<file path="src/rtl/rv_writeback_lsq_pkg.sv">
// Shared definitions for the writeback / load-store queue block:
// load/store size codes, the queue entry layout and the pointer-width helper.
package rv_writeback_lsq_pkg;

    // Load/store size codes (RISC-V funct3 encoding).
    localparam logic [2:0] LDST_B  = 3'b000;
    localparam logic [2:0] LDST_H  = 3'b001;
    localparam logic [2:0] LDST_L  = 3'b010;
    localparam logic [2:0] LDST_BU = 3'b100;
    localparam logic [2:0] LDST_HU = 3'b101;

    // One outstanding memory operation.
    typedef struct packed {
        logic       is_load;
        logic [2:0] fun;
        logic [1:0] addr;
        logic [4:0] rd;
        logic       hazard;
    } lsq_entry_t;

    // Pointer width for a queue of the given (power-of-2) depth.
    function automatic int lsq_ptr_width(input int depth);
        return (depth > 1) ? $clog2(depth) : 1;
    endfunction

endpackage

</file>
<file path="src/rtl/rv_writeback_lsq_align.sv">
// rv_load_align: extracts and extends the addressed byte/halfword of a
// loaded word according to the load size code. Purely combinational.
module rv_load_align
    import rv_writeback_lsq_pkg::*;
#(
    parameter int XLEN = 32
) (
    input  logic [2:0]      fun,
    input  logic [1:0]      addr,
    input  logic [XLEN-1:0] data,
    output logic [XLEN-1:0] value
);

    logic [7:0]  lane_b;
    logic [15:0] lane_h;

    assign lane_b = data[{addr, 3'b000} +: 8];
    assign lane_h = addr[1] ? data[31:16] : data[15:0];

    // Select the lane and apply sign or zero extension.
    always_comb begin
        // NOTE: default assignment first so every path drives value; no latch.
        value = data;
        case (fun)
            LDST_B:  value = {{(XLEN-8){lane_b[7]}}, lane_b};
            LDST_BU: value = {{(XLEN-8){1'b0}}, lane_b};
            LDST_H:  value = {{(XLEN-16){lane_h[15]}}, lane_h};
            LDST_HU: value = {{(XLEN-16){1'b0}}, lane_h};
            default: value = data;
        endcase
    end

endmodule

</file>
<file path="src/rtl/rv_writeback_lsq.sv">
// rv_writeback_lsq: in-order queue of outstanding loads/stores plus the
// register-file writeback mux. Load results are written in their done cycle,
// parked in a one-entry hold register while the pipeline is stalled, and a
// hazard-flagged load adds one interlock cycle.
// Optional feature: define URV_MISALIGN_TRAP_EN to reject misaligned H/HU/L
// accesses and pulse x_misaligned_o.
module rv_writeback_lsq
    import rv_writeback_lsq_pkg::*;
#(
    parameter int DEPTH = 2,
    parameter int XLEN  = 32
) (
    input  logic            clk_i,
    input  logic            rst_i,
    input  logic            w_stall_i,
    output logic            w_stall_req_o,
    input  logic [2:0]      x_fun_i,
    input  logic            x_load_i,
    input  logic            x_store_i,
    input  logic            x_load_hazard_i,
    input  logic [XLEN-1:0] x_dm_addr_i,
    input  logic [4:0]      x_rd_i,
    input  logic [XLEN-1:0] x_rd_value_i,
    input  logic            x_rd_write_i,
    input  logic [XLEN-1:0] dm_data_l_i,
    input  logic            dm_load_done_i,
    input  logic            dm_store_done_i,
    output logic [4:0]      rf_rd_o,
    output logic [XLEN-1:0] rf_rd_value_o,
    output logic            rf_rd_write_o
`ifdef URV_MISALIGN_TRAP_EN
    ,
    output logic            x_misaligned_o
`endif
);

    localparam int              PTR_W    = lsq_ptr_width(DEPTH);
    localparam logic [PTR_W:0]  FULL_CNT = (PTR_W+1)'(DEPTH);

    lsq_entry_t             mem [DEPTH];
    lsq_entry_t             head;
    lsq_entry_t             new_entry;
    logic [PTR_W-1:0]       wr_ptr, rd_ptr;
    logic [PTR_W:0]         count, load_cnt;
    logic                   hold_valid;
    logic [4:0]             hold_rd;
    logic [XLEN-1:0]        hold_value;
    logic                   interlock;
    logic [XLEN-1:0]        load_value;
    logic                   mem_op, misalign, full, empty, deq, load_done, enq;
    logic                   stall_other, full_stall, nonmem_wr, nonmem_block;
    logic                   hold_write, fifo_write, capture;
    logic [XLEN-3:0]        addr_unused;

    // Only the byte offset of the data address is kept.
    assign addr_unused = x_dm_addr_i[XLEN-1:2];

    assign new_entry = '{is_load: x_load_i, fun: x_fun_i, addr: x_dm_addr_i[1:0],
                         rd: x_rd_i, hazard: x_load_hazard_i};
    assign head      = mem[rd_ptr];
    assign mem_op    = x_load_i | x_store_i;
    assign empty     = (count == '0);
    assign full      = (count == FULL_CNT);

    // A done pulse only counts if it matches the kind of op at the head.
    assign deq       = !empty && (head.is_load ? dm_load_done_i : dm_store_done_i);
    assign load_done = deq && head.is_load;

    assign stall_other  = hold_valid | interlock;
    assign full_stall   = mem_op && !misalign && full && !deq;
    // A memory op is taken exactly when it is not being stalled back.
    assign enq          = mem_op && !misalign && !w_stall_i && !stall_other && (!full || deq);
    assign nonmem_wr    = x_rd_write_i && !mem_op;
    // Any outstanding load (completing or not) keeps a plain write behind it.
    assign nonmem_block = nonmem_wr && ((load_cnt != '0) || stall_other);
    assign w_stall_req_o = full_stall | nonmem_block | stall_other;

    // The hold register drains first; a load that cannot write now is parked.
    assign hold_write = hold_valid && !w_stall_i && !interlock;
    assign fifo_write = load_done && !w_stall_i && !hold_valid && !interlock;
    assign capture    = load_done && !fifo_write;

`ifdef URV_MISALIGN_TRAP_EN
    // Detect halfword/word accesses that are not naturally aligned.
    always_comb begin
        misalign = 1'b0;
        if (mem_op) begin
            case (x_fun_i)
                LDST_H, LDST_HU: misalign = x_dm_addr_i[0];
                LDST_L:          misalign = |x_dm_addr_i[1:0];
                default:         misalign = 1'b0;
            endcase
        end
    end

    // One-cycle misalignment pulse for an op the pipeline is handing over.
    always_ff @(posedge clk_i) begin
        if (rst_i) x_misaligned_o <= 1'b0;
        else       x_misaligned_o <= misalign && !w_stall_i && !stall_other;
    end
`else
    assign misalign = 1'b0;
`endif

    // Queue storage; validity is tracked by count, not by the contents.
    always_ff @(posedge clk_i) begin
        // NOTE: entry storage is deliberately not reset; stale entries are never read as valid.
        if (enq) mem[wr_ptr] <= new_entry;
    end

    // Queue pointers, occupancy and outstanding-load count.
    always_ff @(posedge clk_i) begin
        // NOTE: non-blocking assignments so every register samples pre-edge values.
        if (rst_i) begin
            wr_ptr   <= '0;
            rd_ptr   <= '0;
            count    <= '0;
            load_cnt <= '0;
        end else begin
            if (enq) wr_ptr <= wr_ptr + PTR_W'(1);
            if (deq) rd_ptr <= rd_ptr + PTR_W'(1);
            count    <= count + (PTR_W+1)'(enq) - (PTR_W+1)'(deq);
            load_cnt <= load_cnt + (PTR_W+1)'(enq && x_load_i) - (PTR_W+1)'(load_done);
        end
    end

    // Hold register for stalled load results, and the hazard interlock flag.
    always_ff @(posedge clk_i) begin
        if (rst_i) begin
            hold_valid <= 1'b0;
            hold_rd    <= '0;
            hold_value <= '0;
            interlock  <= 1'b0;
        end else begin
            interlock <= load_done && head.hazard;
            if (capture) begin
                hold_valid <= 1'b1;
                hold_rd    <= head.rd;
                hold_value <= load_value;
            end else if (hold_write) begin
                hold_valid <= 1'b0;
            end
        end
    end

    rv_load_align #(.XLEN(XLEN)) u_align (
        .fun   (head.fun),
        .addr  (head.addr),
        .data  (dm_data_l_i),
        .value (load_value)
    );

    // Register-file write port: hold result, then queue result, then plain write.
    always_comb begin
        rf_rd_o       = x_rd_i;
        rf_rd_value_o = x_rd_value_i;
        rf_rd_write_o = 1'b0;
        if (hold_write) begin
            rf_rd_o       = hold_rd;
            rf_rd_value_o = hold_value;
            rf_rd_write_o = 1'b1;
        end else if (fifo_write) begin
            rf_rd_o       = head.rd;
            rf_rd_value_o = load_value;
            rf_rd_write_o = 1'b1;
        end else begin
            rf_rd_write_o = nonmem_wr && !nonmem_block;
        end
        if (rf_rd_o == 5'd0 || w_stall_i) rf_rd_write_o = 1'b0;
    end

endmodule

</file>
<file path="config.mk">
export PLATFORM = sky130hd
export DESIGN_NAME = rv_writeback_lsq
export DESIGN_NICKNAME = d
export VERILOG_FILES = /design/src/rtl/rv_writeback_lsq_pkg.sv /design/src/rtl/rv_writeback_lsq_align.sv /design/src/rtl/rv_writeback_lsq.sv
export SDC_FILE = /design/constraint.sdc
export NUM_CORES = 1
export LEC_CHECK = 0
export CAP_MARGIN = 20
export CORE_UTILIZATION = 35
export DETAILED_ROUTE_END_ITERATION = 8
export PLACE_DENSITY = 0.67
export SLEW_MARGIN = 20
export SYNTH_ARGS = -nofsm -noshare
export SYNTH_HDL_FRONTEND = slang
export SYNTH_HIERARCHICAL = 1
export SYNTH_SLANG_ARGS = --single-unit
export TNS_END_PERCENT = 30
</file>
<file path="constraint.sdc">
create_clock -name clk_i -period 2.35 [get_ports clk_i]
set_input_delay 0.47 -clock clk_i [delete_from_list [all_inputs] [get_ports clk_i]]
set_output_delay 0.47 -clock clk_i [all_outputs]
set_load 0.02 [all_outputs]
</file>
==> results of run 1 <==
## report_power, final
part | switching [mW] | total [mW] | internal, mW
registers | 0.0958 | 1.51 | 1.42
clock network | 0.509 | 1.38 | 0.874
logic | 1.72 | 3.67 | 1.96
## stage by stage
step / TNS [ps] / area (sq um) / worst slack (ps) / utilization, % / hold WS, ps
CTS: -22000 / 7150 / -584 / 59.0 / 454
global route: -24990 / 7600 / -672 / 62.8 / 469
floorplan: -2250 / 4540 / -123 / - / 437
global placement: -36840 / 6630 / -833 / 54.8 / 443
finish: -19790 / 7600 / -567 / 62.8 / 457
detailed placement: -37820 / 6630 / -854 / 54.8 / 447
## logic make-up (layout without fill, tap and decap cells)
family	after synthesis	after routing	synth area share, %
mux	57	57	13.5
compound gates	134	134	22.3
buf+inv	43	280	6.10
flops	70	70	37.4
xor+xnor	6	6	1.20
simple gates	170	170	18.1
fa+ha+maj	5	5	1.37
## routing by layer
layer	share of wire [%]	track usage, %	up-vias
met5	0	0	-
met1	43	29.8	2166
met4	2.0	8.05	0
li1	-	-	2219
met3	5.4	2.50	27
met2	49	38.9	170
## synth_stat cells (7+ instances only)
library cell | instances | share of area (%)
nor2_1 | 24 | 2.1
clkbuf_1 | 15 | 1.3
a21oi_1 | 40 | 4.6
mux2i_1 | 46 | 10
nand2_1 | 105 | 9.0
dfxtp_1 | 46 | 21
edfxtp_1 | 24 | 16
a2bb2oi_2 | 14 | 4.8
inv_1 | 7 | 0.60
o21ai_1 | 32 | 3.6
mux2_2 | 9 | 2.3
buf_2 | 8 | 0.91
nor3_1 | 8 | 0.91
nor2b_1 | 13 | 1.9
## flip-flops by register name (all words and copies together), names as in the netlist, named ones only
signal	flops
wr_ptr	1
load_cnt	2
count	2
interlock	1
hold_valid	1
hold_value	32
hold_rd	5
rd_ptr	1
mem	24
## final timing paths
| path | startpoint | cells after the start | endpoint | slack (ps) |
|---|---|---|---|---|
| setup reg to reg | flop | 13 | count[1] | -350 |
| hold / removal | hold_value[27] | 2 | hold_value[27] | 460 |
| setup / recovery | flop | 9 | rf_rd_value_o[23] | -570 |
| hold reg to reg | hold_value[27] | 2 | hold_value[27] | 460 |
## what timing repair did
action	in CTS	in global routing
setup buffers	11	18
resized for setup	201	83
setup endpoints to repair	67	67
gates cloned	2	1
pin swaps	11	23
## final cells by class
class / instances / share of cell area [%]
clock buffer: 12 / 3.37
clock inverter: 4 / 0.609
inverter: 9 / 0.494
multi-input combinational: 372 / 39.3
sequential: 70 / 21.6
tap: 168 / 2.76
timing repair buffer: 255 / 31.8
## critical path, stage by stage, from the launching register on
cell	delay, ps
dfxtp_4	400
mux2_4	340
mux2_4	330
a22oi_4	260
buf_12	170
buf_4	140
a2bb2oi_2	80
mux2i_1	180
o21ai_2	70
buf_4	150
==> reports/metrics.yaml, run 1 <==
grt_pass1_wl_um: 22900
hp-class: "reg -> reg"
synth-async-reset-ratio_pct: 0
ir_worst_vdd_mv: 0.453
violations: "setup timing"
p_leak_nw: 2.92
place.gp.congestion: 0.869
synthToLayoutAreaGrowth_pct: 73.2
clock_latency_ps: 330
fp.dieW_um: 114
synth_seq_cells: 70
syn-num-nets: 602
seqCellArea_sq_um: 1650
critPathMaxFanout: 7
remaining_drc_errors: 0
antenna_found_initial: 0
grt_pass1_vias: 4468
firstDrtPassIters: 5
n_antenna_cell: 0
grt_use_total_pct: 22.8
setup_viol: 67
dp_hpwl_um: 10500
first_iter_violations: 287
cts_buffers: 9
portBuffers: 121
cts_buffer_depth: 2
crit_arrival_ps: 2450
grt_max_degree: 33
final_common_cell: "buf_4"
critical_path_class: "reg -> out"
dp_cells: 844
slew_viol_final: 0
layoutNonFillerInstCount: 890
drive_gt1_share_pct: 40.4
start_util_pct: 36.3
cts_hold_buffers: 0
die_y_um: 114
hold_viol_final: 0
layout_common_cells: "119 x buf_4, 105 x nand2_1, 80 x clkdlybuf4s50_1"
fmax_mhz: 343
maxCapViolations: 0
nFillCells: 957
synth_cell_types: 55
cts_htree_levels: 3
final_nets: 834
slew_headroom_pct: 67.8
min_period_ps: 2920
synthCells: 485
ys_seq_area_share_pct: 37.4
cp.required_ps: 1880
ys.flop_type: "dfxtp_1"
ant_nets: 0
p_total_mw: 6.57
num_rows: 40
cp-start-kind: "flop"
synth_area_sq_um: 4390
grt_setup_unrepaired: "true"
outcome: "finished, violations left"
core_area_sq_um: 12100
cts_root_buffer: "clkbuf_16"
clk_pin_slew_ps: 50
clock-sinks: 70
ios: 152
wl_per_cell_um: 17.1
die_area_sq_um: 13000
powerDensity_nw_per_um2: 864
wl_um: 15300
vias: 4582
fin_ws_ps: -567
tightest_slew_ps: 482
skew_ps: 6.67
grt_overflow: 0
synth-edff-count: 24
cts_tree: "done"
yosysWarnings: 6
endpoint_kind: "output pin"
syn_area_per_cell_sq_um: 9.05
period_share_pct: 124
via_per_inst: 5.15
multi_input_area_sq_um: 2990
Note: power is estimated with default switching activity, not from simulation.
==> inputs of run 2 (changes only) <==
==> constraint.sdc (replaced) <==
create_clock -name clk_i -period 2.35 [get_ports clk_i]
set_input_delay 0.47 -clock clk_i [delete_from_list [all_inputs] [get_ports clk_i]]
set_output_delay 0.47 -clock clk_i [all_outputs]
set_load 0.1 [all_outputs]
==> run 2 against run 1 <==
Against the previous run:
- the flow still finishes with violations (setup timing)
- hold slack got worse by 1.7 ps
- clock skew is 3.0 ps higher
- via count fell by 2.1%
- global-route usage is 0.57 points higher
- combinational power increased by 16%
- cell count decreased by 4.0%
- critical endpoint is now rf_rd_value_o[8]
- largest power group unchanged
==> reports/metrics.yaml, run 2 (synthesis results as in run 1) <==
portBuffers: 121  # unchanged
skew_ps: 9.65  # +2.98 ps
power.switching_mw: 3.04  # +31%
violations: "setup timing"
largest_reg_flops: 32  # unchanged
num_rows: 40  # unchanged
remaining_drc_errors: 0  # unchanged
grt_pass1_wl_um: 23300  # +1.9%
powerDensity_nw_per_um2: 918  # +6.3%
place.gp.congestion: 0.851  # -2.2%
pwr-share-comb_pct: 58.4  # +2.5 points
p_int_mw: 4.27  # +0.63%
cts_buffers: 9  # unchanged
via_per_inst: 5.26  # +2.1%
top_regs: "hold_value x32, mem x24, hold_rd x5"
period_share_pct: 126  # +2.3 points
die_y_um: 114  # unchanged
timing.rr.end: "count[1]"
cts_tree: "done"
critPathMaxFanout: 6  # -1
outcome: "finished, violations left"
clock-sinks: 70  # unchanged
cp-start-kind: "flop"
core_area_sq_um: 12100  # unchanged
dp_hpwl_um: 10700  # +1.6%
hold_viol_final: 0  # unchanged
slew_viol_final: 0  # unchanged
first_iter_violations: 266  # -7.3%
critical_path_class: "reg -> out"
ios: 152  # unchanged
final_common_cell: "nand2_1"
vias: 4488  # -2.1%
grt_setup_unrepaired: "true"
p_leak_nw: 2.96  # +1.4%
cts_hold_buffers: 0  # unchanged
r2r_cells: 11  # -2
cts_htree_levels: 3  # unchanged
synthToLayoutAreaGrowth_pct: 81.4
cts_buffer_depth: 2  # unchanged
wl_um: 15000  # -1.4%
grt_overflow: 0  # unchanged
fin_ws_ps: -622  # -54.9 ps
tightest_slew_ps: 469  # -13.5 ps
firstDrtPassIters: 4  # -1
path_cells: "mux2_4, mux2_4, a22oi_4, buf_6, buf_6, a2bb2oi_2, mux2i_2, o21ai_4, buf_12"
slew_headroom_pct: 68.7  # +0.90 points
fmax_mhz: 337  # -1.8%
maxCapViolations: 0  # unchanged
grt_pass1_vias: 4591  # +2.8%
n_antenna_cell: 0  # unchanged
min_period_ps: 2970  # +54.9 ps
clk_pin_slew_ps: 70  # +20 ps
layout_common_cells: "105 x nand2_1, 79 x clkdlybuf4s50_1, 77 x buf_4"
p_total_mw: 7.32  # +11%
switching_share_pct: 41.6  # +6.2 points
drive_gt1_share_pct: 42.3  # +1.8 points
pre_cts_slack_ps: -513  # +341 ps
ant_nets: 0  # unchanged
setup_viol: 42  # -37%
slowest_delay_ps: 400  # about the same
p_seq_share_pct: 20.8  # -2.2 points
regToRegSetupSlack_ps: -190  # +160 ps
cts_root_buffer: "clkbuf_16"
cp.required_ps: 1880  # about the same
endpoint_kind: "output pin"
ir_worst_vdd_mv: 0.453  # about the same
start_util_pct: 36.3  # unchanged
fp.dieW_um: 114  # unchanged
crit_arrival_ps: 2500  # +50 ps
slowest_stage: "dfxtp_4"
largest_register: "hold_value"
grt_max_degree: 54  # +64%
wl_per_cell_um: 17.6  # +2.8%
clkPwrFrac_pct: 20.8  # -0.3 points
finish.utilization_pct: 65.8  # +3.0 points
final_nets: 798  # -4.3%
hold_depth: 2  # unchanged
crit_end: "rf_rd_value_o[8]"
clock_latency_ps: 350  # +20 ps
hp-class: "reg -> reg"
antenna_found_initial: 0  # unchanged
die_area_sq_um: 13000  # unchanged
grt_use_total_pct: 23.3  # +0.57 points
[run 2: timing repair]
action / in CTS / in global routing
endpoints found under the setup margin: 41 / 61
pin swaps: 5 / 18
gates resized for setup: 41 / 45
buffers inserted: 0 / 6
[run 2: through the flow]
stage	instances	hold WS [ps]	instance area, sq um	TNS (ps)
2_1_floorplan	485	437	4840	-14700
3_3_place_gp	832	443	7220	-16920
3_5_place_dp	832	447	7220	-19470
4_1_cts	848	458	7730	-21690
5_1_grt	854	474	7970	-24040
6_report	854	455	7970	-20760
[run 2: worst min path at each step]
stage | slack, ps | to | from
2_1_floorplan | 440 | hold_value[0] | hold_value[0]
3_3_place_gp | 440 | hold_value[30] | hold_value[30]
3_5_place_dp | 450 | hold_value[16] | hold_value[16]
4_1_cts | 460 | hold_value[3] | hold_value[3]
5_1_grt | 470 | hold_value[28] | hold_value[28]
6_report | 460 | hold_value[23] | hold_value[23]
[run 2: area by class of cell]
class	instances	area (sq um)
clock buffers	9	225
clock inverters	7	103
fillers	910	4150
inverters	9	40.0
multi-input cells	372	3220
flip-flops and latches	70	1650
well taps	168	210
repair buffers	219	2520
[run 2: power by group through the flow]
stage / registers [mW] / logic, mW / clock network [mW]
after CTS: 1.52 / 4.02 / 1.55
after floorplan: 1.51 / 2.51 / 0
after global placement: 1.53 / 3.77 / 0
after global routing: 1.54 / 4.45 / 1.58
final: 1.52 / 4.27 / 1.52
after detailed placement: 1.54 / 3.83 / 0
[run 2: worst max-delay path, delay by kind of cell, from the launching register on]
family | cells | cell delay [ps]
compound gates | 3 | 400
buf+inv | 3 | 450
flops | 1 | 400
mux | 3 | 880
[run 2: routing by layer]
layer	global-route usage (%)	vias to the layer above	share of wire (%)
li1	-	2142	-
met1	29.2	2168	43
met2	39.8	159	50
met3	4.57	19	6.0
met4	8.57	0	1.1
met5	0	-	0
==> inputs of run 3 (changes only) <==
--- a/config.mk
+++ b/config.mk
@@ -9,6 +9,7 @@
 export CORE_UTILIZATION = 35
 export DETAILED_ROUTE_END_ITERATION = 8
 export PLACE_DENSITY = 0.67
+export SKIP_LAST_GASP = 1
 export SLEW_MARGIN = 20
 export SYNTH_ARGS = -nofsm -noshare
 export SYNTH_HDL_FRONTEND = slang
==> run 3 against run 2 <==
Against the previous run:
- the flow still finishes with violations (setup timing)
- combinational power fell by 2%
- critical endpoint is now rf_rd_value_o[15]
- sequential share of layout area rose by 0.28 points
- first-iteration DRC count fell by 1.1%
- count of clock-buffer cells in the layout did not move
- fmax barely moved
- critical path type unchanged
- hold slack barely moved
- worst setup slack improved by 1.1 ps
- highest routed layer unchanged
- via count rose by 1.1%
- cell count fell by 0.12%
- sequential cell count did not move
- clock power barely moved
==> reports/metrics.yaml, run 3 (synthesis results as in run 1) <==
ir_worst_vdd_mv: 0.449  # -0.98%
p_leak_nw: 2.93  # -1.2%
antenna_found_initial: 0  # unchanged
grtUsageMet3_pct: 4.57  # unchanged
endpoint_kind: "output pin"
first_iter_violations: 263  # -1.1%
ant_nets: 0  # unchanged
maxCapViolations: 0  # unchanged
critPathMaxFanout: 6  # unchanged
final_nets: 797  # -0.13%
use_met1_pct: 28.8  # -0.46 points
clock-sinks: 70  # unchanged
hold_viol_final: 0  # unchanged
start_util_pct: 36.3  # unchanged
period_share_pct: 126  # about the same
tightest_slew_ps: 466  # -3.02 ps
multi_input_area_sq_um: 3140  # -2.5%
cts_tree: "done"
gr-usage-met2_pct: 39.3  # -0.48 points
finish.utilization_pct: 64.8  # -0.94 points
cts_root_buffer: "clkbuf_16"
seqCellArea_sq_um: 1650  # about the same
ios: 152  # unchanged
fmax_mhz: 337  # about the same
firstDrtPassIters: 6  # +2
slew_viol_final: 0  # unchanged
num_rows: 40  # unchanged
placed_cell_area_sq_um: 7220  # unchanged
clk_pin_slew_ps: 70  # about the same
cts_buffer_depth: 2  # unchanged
via_per_inst: 5.32  # +1.2%
grt_use_total_pct: 23.1  # -0.28 points
n_antenna_cell: 0  # unchanged
final_common_cell: "nand2_1"
die_area_sq_um: 13000  # unchanged
outcome: "finished, violations left"
layout_common_cells: "105 x nand2_1, 81 x clkdlybuf4s50_1, 79 x buf_4"
cts_htree_levels: 3  # unchanged
crit_arrival_ps: 2500  # about the same
cp.required_ps: 1880  # about the same
largest_register: "hold_value"
vias: 4536  # +1.1%
skew_ps: 8.55  # -1.10 ps
grt-busiest-layer: "met2"
powerDensity_nw_per_um2: 922  # +0.42%
core_area_sq_um: 12100  # unchanged
die_y_um: 114  # unchanged
remaining_drc_errors: 0  # unchanged
grt_setup_unrepaired: "true"
cp-start-kind: "flop"
grt_max_degree: 54  # unchanged
nFillCells: 932  # +2.4%
critical_path_class: "reg -> out"
slew_headroom_pct: 68.9  # +0.20 points
wl_per_cell_um: 17.8  # +0.76%
min_period_ps: 2970  # -1.11 ps
final_area_sq_um: 7850  # -1.4%
portBuffers: 121  # unchanged
synthToLayoutAreaGrowth_pct: 78.9
wl_um: 15100  # +0.64%
cts_buffers: 9  # unchanged
violations: "setup timing"
fp.dieW_um: 114  # unchanged
place.gp.congestion: 0.851  # unchanged
grt_pass1_vias: 4596  # +0.11%
fin_ws_ps: -621  # +1.11 ps
setup_viol: 41  # -2.4%
fin_hold_ws_ps: 455  # +0.0230 ps
hp-class: "reg -> reg"
largest_reg_flops: 32  # unchanged
grt_overflow: 0  # unchanged
dp_hpwl_um: 10700  # unchanged
top_regs: "hold_value x32, mem x24, hold_rd x5"
drive_gt1_share_pct: 39.7  # -2.6 points
grt_pass1_wl_um: 23100  # -1.2%
clock_latency_ps: 340  # about the same
## run 3: cell count changes in the layout (fill, tap and decap cells not counted), moves of 3 or more
cell     before  now
o21ai_0       1    4
mux2i_2      27   22
mux2i_1      17   22
nor3_4        5    1
nor3_1        2    5
nor2_2        3    0
nor2_1       21   24
## run 3: repair_timing
item,CTS,global route
resized for setup,22,34
setup buffers,0,5
setup endpoints to repair,41,62
pin swaps,4,7
hold buffers,0,0
gates cloned,0,0
## run 3: worst paths after layout
kind | startpoint | end | slack (ps) | depth (start not counted)
worst max-delay path | flop | rf_rd_value_o[15] | -620 | 8
worst min-delay path | hold_value[3] | hold_value[3] | 460 | 2
worst max register to register | flop | count[1] | -160 | 10
worst min register to register | hold_value[3] | hold_value[3] | 460 | 2
## run 3: per-layer routing
metal	vias up	routed length (um)
met5	-	0
met4	0	378
met3	45	1090
met2	211	7480
met1	2145	6190
li1	2135	-
## run 3: area by class of cell
type,count,share of cell area [%]
multi-input combinational,372,40.0
timing repair buffer,218,31.7
sequential,70,21.0
clock buffer,9,2.87
tap,168,2.68
clock inverter,7,1.31
inverter,9,0.510
## run 3: worst max-delay path, cell delays in order (launching register included)
cell and delay, ps:
dfxtp_4 400, mux2_4 340, mux2_4 330, a22oi_4 240
buf_6 180, o221ai_2 120, mux2i_1 280, o21ai_4 90
buf_12 170
## run 3: metrics by stage
| step | worst slack (ps) | TNS, ps | cells | total power [mW] |
|---|---|---|---|---|
| 2_1_floorplan | -498 | -14700 | 485 | 4.02 |
| 3_3_place_gp | -449 | -16920 | 832 | 5.29 |
| 3_5_place_dp | -513 | -19470 | 832 | 5.37 |
| 4_1_cts | -633 | -22410 | 848 | 7.03 |
| 5_1_grt | -702 | -25620 | 853 | 7.50 |
| 6_report | -621 | -21440 | 853 | 7.24 |
## run 3: power by group
| group | switching [mW] | leakage, nW | total, mW | internal [mW] |
|---|---|---|---|---|
| sequential | 0.102 | 0.596 | 1.52 | 1.42 |
| combinational | 2.34 | 2.17 | 4.20 | 1.86 |
| clock | 0.577 | 0.163 | 1.52 | 0.946 |
